`src/rtl/bcd_pkg.sv`:
```
// Shared BCD constants and digit validation helpers.
// Used by bcd_digit and bcd_updown_counter_n.
package bcd_pkg;

  localparam int unsigned BCD_W   = 4;
  localparam logic [3:0]  BCD_MAX = 4'd9;
  localparam int unsigned BCD_MAX_DIGITS = 8;

  function automatic logic bcd_digit_valid(input logic [3:0] d);
    return d <= BCD_MAX;
  endfunction

  // v holds up to 8 packed digits; only the low n are checked
  function automatic logic bcd_all_valid(
    input logic [31:0] v,
    input int unsigned n
  );
    logic ok;
    ok = 1'b1;
    for (int i = 0; i < BCD_MAX_DIGITS; i++) begin
      if (i < n && !bcd_digit_valid(v[4*i +: 4])) begin
        ok = 1'b0;
      end
    end
    return ok;
  endfunction

endpackage

```
`src/rtl/bcd_updown_counter_n_digit.sv`:
```
// One BCD digit register with up/down step and parallel load.
// Ports: clk, rst, step, up, load, load_d -> q, tc_up (q==9), tc_dn (q==0).
module bcd_digit
  import bcd_pkg::*;
(
  input  logic       clk,
  input  logic       rst,
  input  logic       step,
  input  logic       up,
  input  logic       load,
  input  logic [3:0] load_d,
  output logic [3:0] q,
  output logic       tc_up,
  output logic       tc_dn
);

  logic [3:0] q_q;
  logic [3:0] q_d;

  always_comb begin
    q_d = q_q;
    if (load) begin
      q_d = load_d;
    end else if (step) begin
      if (up) begin
        q_d = (q_q == BCD_MAX) ? 4'd0 : q_q + 4'd1;
      end else begin
        q_d = (q_q == 4'd0) ? BCD_MAX : q_q - 4'd1;
      end
    end
  end

  always_ff @(posedge clk) begin
    if (rst) begin
      q_q <= 4'd0;
    end else begin
      q_q <= q_d;
    end
  end

  assign q     = q_q;
  assign tc_up = (q_q == BCD_MAX);
  assign tc_dn = (q_q == 4'd0);

endmodule

```
`src/rtl/bcd_updown_counter_n.sv`:
```
// N-digit synchronous BCD up/down counter with validated load, zero flag,
// registered wrap pulse (cout) and load-reject pulse (load_err).
// Ports: clk, rst (sync, active-high), en, up, load, load_val -> bcd, cout,
// zero, load_err. Define BCD_SATURATE_EN to hold at the limits instead of
// wrapping; cout then pulses once per blocked step.
module bcd_updown_counter_n
  import bcd_pkg::*;
#(
  parameter int unsigned DIGITS = 4
) (
  input  logic                clk,
  input  logic                rst,
  input  logic                en,
  input  logic                up,
  input  logic                load,
  input  logic [4*DIGITS-1:0] load_val,
  output logic [4*DIGITS-1:0] bcd,
  output logic                cout,
  output logic                zero,
  output logic                load_err
);

  localparam int unsigned W = 4 * DIGITS;

  logic [DIGITS-1:0] tc_up;
  logic [DIGITS-1:0] tc_dn;
  logic [DIGITS-1:0] sel_tc;
  logic [DIGITS:0]   chain;
  logic [31:0]       lv_ext;
  logic              lv_ok;
  logic              load_ok;
  logic              cnt_req;
  logic              at_limit;
  logic              cnt_en;
  logic              cout_q;
  logic              cout_d;
  logic              load_err_q;
  logic              load_err_d;

  assign lv_ext  = 32'(load_val);
  assign lv_ok   = bcd_all_valid(lv_ext, DIGITS);
  assign load_ok = load & lv_ok;

  // any load request, valid or not, discards the count request
  assign cnt_req = en & ~load;

  always_comb begin
    for (int i = 0; i < DIGITS; i++) begin
      sel_tc[i] = up ? tc_up[i] : tc_dn[i];
    end
  end

  // all digits terminal in the chosen direction: the step wraps
  assign at_limit = &sel_tc;

`ifdef BCD_SATURATE_EN
  assign cnt_en = cnt_req & ~at_limit;
`else
  assign cnt_en = cnt_req;
`endif

  // digit i steps when every lower digit is terminal
  assign chain[0] = cnt_en;
  always_comb begin
    for (int i = 0; i < DIGITS; i++) begin
      chain[i+1] = chain[i] & sel_tc[i];
    end
  end

  genvar g;
  generate
    for (g = 0; g < DIGITS; g++) begin : g_dig
      bcd_digit u_dig (
        .clk    (clk),
        .rst    (rst),
        .step   (chain[g]),
        .up     (up),
        .load   (load_ok),
        .load_d (load_val[4*g +: 4]),
        .q      (bcd[4*g +: 4]),
        .tc_up  (tc_up[g]),
        .tc_dn  (tc_dn[g])
      );
    end
  endgenerate

  // wrap and blocked-step both pulse cout
  always_comb begin
    cout_d     = cnt_req & at_limit;
    load_err_d = load & ~lv_ok;
  end

  always_ff @(posedge clk) begin
    if (rst) begin
      cout_q     <= 1'b0;
      load_err_q <= 1'b0;
    end else begin
      cout_q     <= cout_d;
      load_err_q <= load_err_d;
    end
  end

  assign cout     = cout_q;
  assign load_err = load_err_q;
  assign zero     = &tc_dn;

  logic unused_w;
  assign unused_w = ^{W[0], lv_ext};

endmodule

```
`config.mk`:
```
export PLATFORM = sky130hd
export DESIGN_NAME = bcd_updown_counter_n
export DESIGN_NICKNAME = d
export VERILOG_FILES = /design/src/rtl/bcd_pkg.sv /design/src/rtl/bcd_updown_counter_n_digit.sv /design/src/rtl/bcd_updown_counter_n.sv
export SDC_FILE = /design/constraint.sdc
export NUM_CORES = 1
export LEC_CHECK = 0
export CAP_MARGIN = 20
export CORE_MARGIN = 5
export CORE_UTILIZATION = 48
export DETAILED_ROUTE_END_ITERATION = 16
export PLACE_DENSITY = 0.83
export SLEW_MARGIN = 20
export SYNTH_ARGS = -nofsm -noshare
export SYNTH_HDL_FRONTEND = slang
export SYNTH_SLANG_ARGS = --single-unit
```
`constraint.sdc`:
```
create_clock -name clk -period 3.1 [get_ports clk]
set_input_delay 0.93 -clock clk [delete_from_list [all_inputs] [get_ports clk]]
set_output_delay 0.93 -clock clk [all_outputs]
set_load 0.03 [all_outputs]
```
==> run metrics <==
status completed; Synthesized Nets 231; number of port buffers 39; synth warn 0; CP required approximately 2.2 ns; Synth Instances 210; die area roughly 4300 µm²; syn avg cell area 7.11 µm²; largest net degree at the start of global routing 18; Final Cycle Share ~96%; post-layout total power 0.612 mW; Slew HR 65.8%; vias in the first global route 1449; Max Clock Freq between 0.3 and 0.4 GHz; CTS tree done; Seq cells post-synth 18; sequential group share of total power 42.7%; Setup Skew ~0.005 ns; post-cts sizing count 0; Core ar. 3030 µm²; Worst Tran Pin Value 0.508 ns; post-placement cell count between 200 and 300; distinct cell type count after synthesis 48; IO Pins 40; placement row count 20; final WL ~4100 µm; max-cap viol count 0; clk_lat worst skew ~0.3 ns; fillcell total ~290; drt drc 0; 1st-iter DRT viols approximately 180; diode count 0; critical path's top delay family simple AND/OR/NAND/NOR gates; VDD IR-drop max ~0.11 mV; worst-path fanout max 2; switch share between 30 and 40%; Hold Path Class reg2reg; Starting Density between 40 and 50%; Clk pwr share 20.6%; Post-Syn Area ~1500 µm²; Post-Route Setup TNS 0 ns; crit path kind reg2out; Gate power share 36.7%; Sw Pwr approximately 0.22 mW; post-CTS setup buffers 0; RSZ-0062 raised after global routing false; Die Span Y approximately 66 µm; GR Overflow Total 0; Non-Filler Instances around 280; htree depth 1; Num CTS Buffers 3; Post-synth EDFFs 0; Bufs on Longest Clock Path 2; slowest cell delay on critical path 0.68 ns; nets approximately 260; Hold Buf Count CTS 0; Via Count about 1700; Setup Viol. Count Final 0; TritonRoute pass-1 iters 5; share of cells above drive strength 1 a little under a tenth; Final min period 2.97 ns; Synth-to-Final Area Change 30.6%; pwr dens between 300 and 400 nW/µm²; register area share after synthesis approximately 24%; GR Util All Layers around 19%; Final Hold Fails 0; WP buf/inv 1; Final ANT Viol Nets 0; Leak roughly 0.7 nW; Die Width 65.8 µm; asr flop ratio synth 0%; clk slew on worst S/H paths 0.11 ns; Routed wire per std cell around 14 µm; GP Congestion about 0.9; Worst path slowest cell clkdlybuf4s50_1; vias per cell approximately 6; worst path cell trace nor4_1 -> nand2_1 -> nor2_1 -> clkdlybuf4s50_1; crit start category flip-flop; clock sink count 18; first-pass GRT wire length approximately 6700 µm; DP HPWL between 3000 and 4000 µm; initial antenna violation count 0; Crit. End Element output port; Root Buffer clkbuf_4; Worst Path Arrival approximately 2.0 ns; P_int approximately 0.39 mW; Primary FF master, synth dfxtp_1; Max Slew Vio Count 0
cell usage after synthesis, drive strengths merged, types with 4 or more instances:
library cell,number,area [µm²]
inv,4,15.0
dfxtp,18,360
a31oi,7,43.8
nor2b,5,38.8
nand2,17,63.8
nor4,6,37.5
o21ai,14,70.1
buf,6,41.3
clkbuf,20,75.1
nor2,10,37.5
a21oi,13,65.1
nand3,23,115
xnor2,6,52.6
nor3,7,35.0
state kept, by name, summed over array words and instances (netlist names):
signal and cells:
cout 1, load_err 1, g_dig.u_dig.q 16
kinds of logic (layout without fill, tap and decap cells):
logic type / count (synthesis) / after routing / synth area share, %
compound gates: 61 / 61 / 27.7
xor+xnor: 6 / 6 / 3.52
buf+inv: 30 / 60 / 8.80
flops: 18 / 18 / 24.1
mux: 2 / 2 / 1.34
simple gates: 93 / 93 / 34.5
final cells by class:
type	instances	area (µm²)	share of cell area (%)
multi-input combinational	162	1000	51.3
clock buffer	3	22.5	1.16
tap	44	55.1	2.82
sequential	18	360	18.5
timing repair buffer	53	495	25.4
inverter	4	15.0	0.770
tightest hold or removal path, delay by kind of cell (launching register included):
family	cells	cell delay, ns
DFF	1	0.42
and+or+nand+nor	1	0.10
AOI/OAI and AO/OA	1	0.06
per-layer routing:
layer / vias up / track usage, % / wire, µm
li1: 840 / - / -
met1: 799 / 24.6 / 1840
met2: 52 / 34.2 / 2020
met3: 5 / 1.37 / 202
met4: 0 / 6.99 / 48
met5: - / 0 / 0
final timing paths:
| path | cells past startpoint | startpoint | endpoint | slack, ns |
|---|---|---|---|---|
| max | 4 | g_dig[1].u_dig.q[1]$_SDFFE_PP0P_ | zero | 0.13 |
| max reg2reg | 6 | g_dig[1].u_dig.q[0]$_SDFFE_PP0P_ | g_dig[3].u_dig.q[3]$_SDFFE_PP0P_ | 0.94 |
| min | 2 | g_dig[0].u_dig.q[2]$_SDFFE_PP0P_ | g_dig[0].u_dig.q[2]$_SDFFE_PP0P_ | 0.62 |
| min reg2reg | 2 | g_dig[0].u_dig.q[2]$_SDFFE_PP0P_ | g_dig[0].u_dig.q[2]$_SDFFE_PP0P_ | 0.62 |
power by group through the flow:
stage          Clock [mW]  Sequential (mW)  Combinational, mW
2_1_floorplan           0            0.276              0.127
3_3_place_gp            0            0.266              0.221
3_5_place_dp            0            0.267              0.223
4_1_cts             0.127            0.261              0.224
5_1_grt             0.137            0.264              0.244
6_report            0.126            0.261              0.225
cell usage in the layout, fill, tap and decap left out, types with 4 or more instances in the layout:
cell type	n
dfxtp_1	18
clkdlybuf4s50_1	39
xnor2_1	6
o21ai_0	14
nor4_1	6
nor2b_1	4
a21oi_1	13
nand3_1	23
a31oi_1	7
nor2_1	10
inv_1	4
buf_4	14
nand2_1	17
nor3_1	7
through the flow:
step	setup slack [ns]	utilization [%]	hold slack (ns)	instance area [µm²]
floorplan	0.506	-	0.715	1490
global placement	0.0383	63.6	0.595	1930
detailed placement	-0.0206	63.6	0.596	1930
CTS	0.151	64.4	0.615	1950
global route	0.0550	64.4	0.655	1950
finish	0.129	64.4	0.618	1950
(Power assumes the default switching activity.)
==> edit (same settings) <==
Build with the macro `BCD_SATURATE_EN` defined.
--- a/src/rtl/bcd_updown_counter_n.sv
+++ b/src/rtl/bcd_updown_counter_n.sv
@@ -5,2 +5,4 @@
 // wrapping; cout then pulses once per blocked step.
+`define BCD_SATURATE_EN
+
 module bcd_updown_counter_n
Function: changed (a bounded check fails within 4 cycles, from zero or initial values and one cycle with rst high).
==> edit against the unedited design <==
Wire length rose by 12%; global-route usage increased by 2.1 points; power grew 13%; final area grew 8.9%; area after synthesis grew 6.8%; sequential cell count unchanged; non-clock buffer count is 6 higher; combinational power rose by 33%; die area grew 5.7%; utilization increased by 0.23 points; worst hold slack worse by 0.0049 ns; worst setup slack better by 0.19 ns; critical path type is now in2reg; largest power group is now combinational cells.
==> edit: results (changes against the unedited design) <==
- Final wirelength: 4602 µm (+12%)
- Distinct cells, synth: 60 (+25%)
- CP peak stage delay: 0.66 ns (-0.02 ns)
- Routed length on met3: 361 µm (+79%)
- 1st-iter DRT viols: 126 (-30%)
- CP top delay family: buffers and inverters
- Reg2reg end: g_dig[3].u_dig.q[0]
- Multi-input gate area: 1131 µm² (+13%)
- Invs w/o clock: 2 (-2)
- R2R Path Start: g_dig[0].u_dig.q[3]
- Via count: 1783 (+5.1%)
- Largest net degree at the start of global routing: 23 (+5)
- Drt first pass iters: 4 (-1)
- Leak pwr: 0.7832 nW (+13%)
- Endpoint of the worst hold path: g_dig[1].u_dig.q[3]
- First-pass GRT wire length: 7424 µm (+12%)
- FF-to-FF path depth: 5 (-1)
- Post-synthesis xor/xnor area fraction: 0.05495 (+0.01974)
- Slowest cell on crit path: clkdlybuf4s50_1
- Clock-cell share of area: 0.01061 (-0.0009401)
- Via count of the first global-routing pass: 1574 (+8.6%)
- Worst EP arrival: 3.01 ns (+0.97 ns)
- Setup Skew: 0.006122 ns (+0.001089 ns)
- M1 WL: 1986 µm (+7.8%)
- Slew of the pin with the lowest slew margin: 0.6358 ns (+0.1280 ns)
- Fillers: 280 (-4.4%)
- Syn Nets: 233 (+0.87%)
- Layout cell share with drive strength beyond 1: 0.1621 (+0.06622)
- Gpl congestion: 0.8390 (-5.2%)
- Multi-input gates: 171 (+5.6%)
- Bufs w/o clock: 59 (+11%)
- Synth area leaders: dfxtp_1 23%, o21ai_0 5.7%, nor2_1 5.2%, nor3_1 3.8%, a211oi_1 3.3%
- Sequential element share of the synthesized area: 0.2261 (-0.01535)
- Worst VDD drop: 198.0 µV (+81%)
- Hold Startpoint: g_dig[1].u_dig.q[3]
- Synth top cells by count: 22 x nor2_1, 18 x dfxtp_1, 18 x o21ai_0
- Met2 WL post-DR: 2170 µm (+7.6%)
- FF+latch count: 18 (unchanged)
- M2 GR Usage: 0.3317 (-0.009964)
- Status: completed
==> edit: changes by cell type in the layout (fill, tap and decap cells not counted), moves of 4 or more <==
cell      delta
nand3_1     -13
nor2_1      +12
a211oi_1     +6
buf_4        +6
xor2_1       +5
a21oi_1      -4
a31oi_1      -4
nor3_1       +4
o21ai_0      +4
==> edit: logic make-up after synthesis <==
group,Yosys count
and+or+nand+nor,93
xor gates and xnor gates,10
muxes,3
DFF,18
buffers and inverters,23
AOI/OAI and AO/OA,65
==> edit: report_power, final <==
group / leakage (nW) / internal (W) / switching, W
clock network: 0.0138 / 0.0000456 / 0.0000841
logic: 0.623 / 0.000135 / 0.000165
registers: 0.147 / 0.000245 / 0.0000205
==> edit: worst max path at each step <==
stage | to | cells after the start | startpoint
2_1_floorplan | zero | 4 | g_dig[2].u_dig.q[3]
3_3_place_gp | g_dig[3].u_dig.q[0] | 7 | up
3_5_place_dp | g_dig[3].u_dig.q[0] | 7 | up
4_1_cts | zero | 4 | g_dig[2].u_dig.q[3]
5_1_grt | g_dig[3].u_dig.q[0] | 7 | up
6_report | g_dig[3].u_dig.q[0] | 7 | up
==> edit: tightest hold or removal path: cells and delay by family (launching register included) <==
kind           cells  cell delay (ns)
AO/OA/AOI/OAI      2             0.18
flip-flops         1             0.40
==> edit: stage by stage <==
step / std cells / hold WS, ns / area, µm² / power [W] / worst slack (ns)
floorplan: 212 / 0.6723 / 1594 / 0.0004570 / 0.6751
global placement: 296 / 0.5663 / 2092 / 0.0005607 / 0.1187
detailed placement: 296 / 0.5762 / 2092 / 0.0005676 / 0.03698
CTS: 299 / 0.6008 / 2115 / 0.0006946 / 0.07099
global route: 299 / 0.6585 / 2122 / 0.0007370 / 0.2767
finish: 299 / 0.6135 / 2122 / 0.0006950 / 0.3199
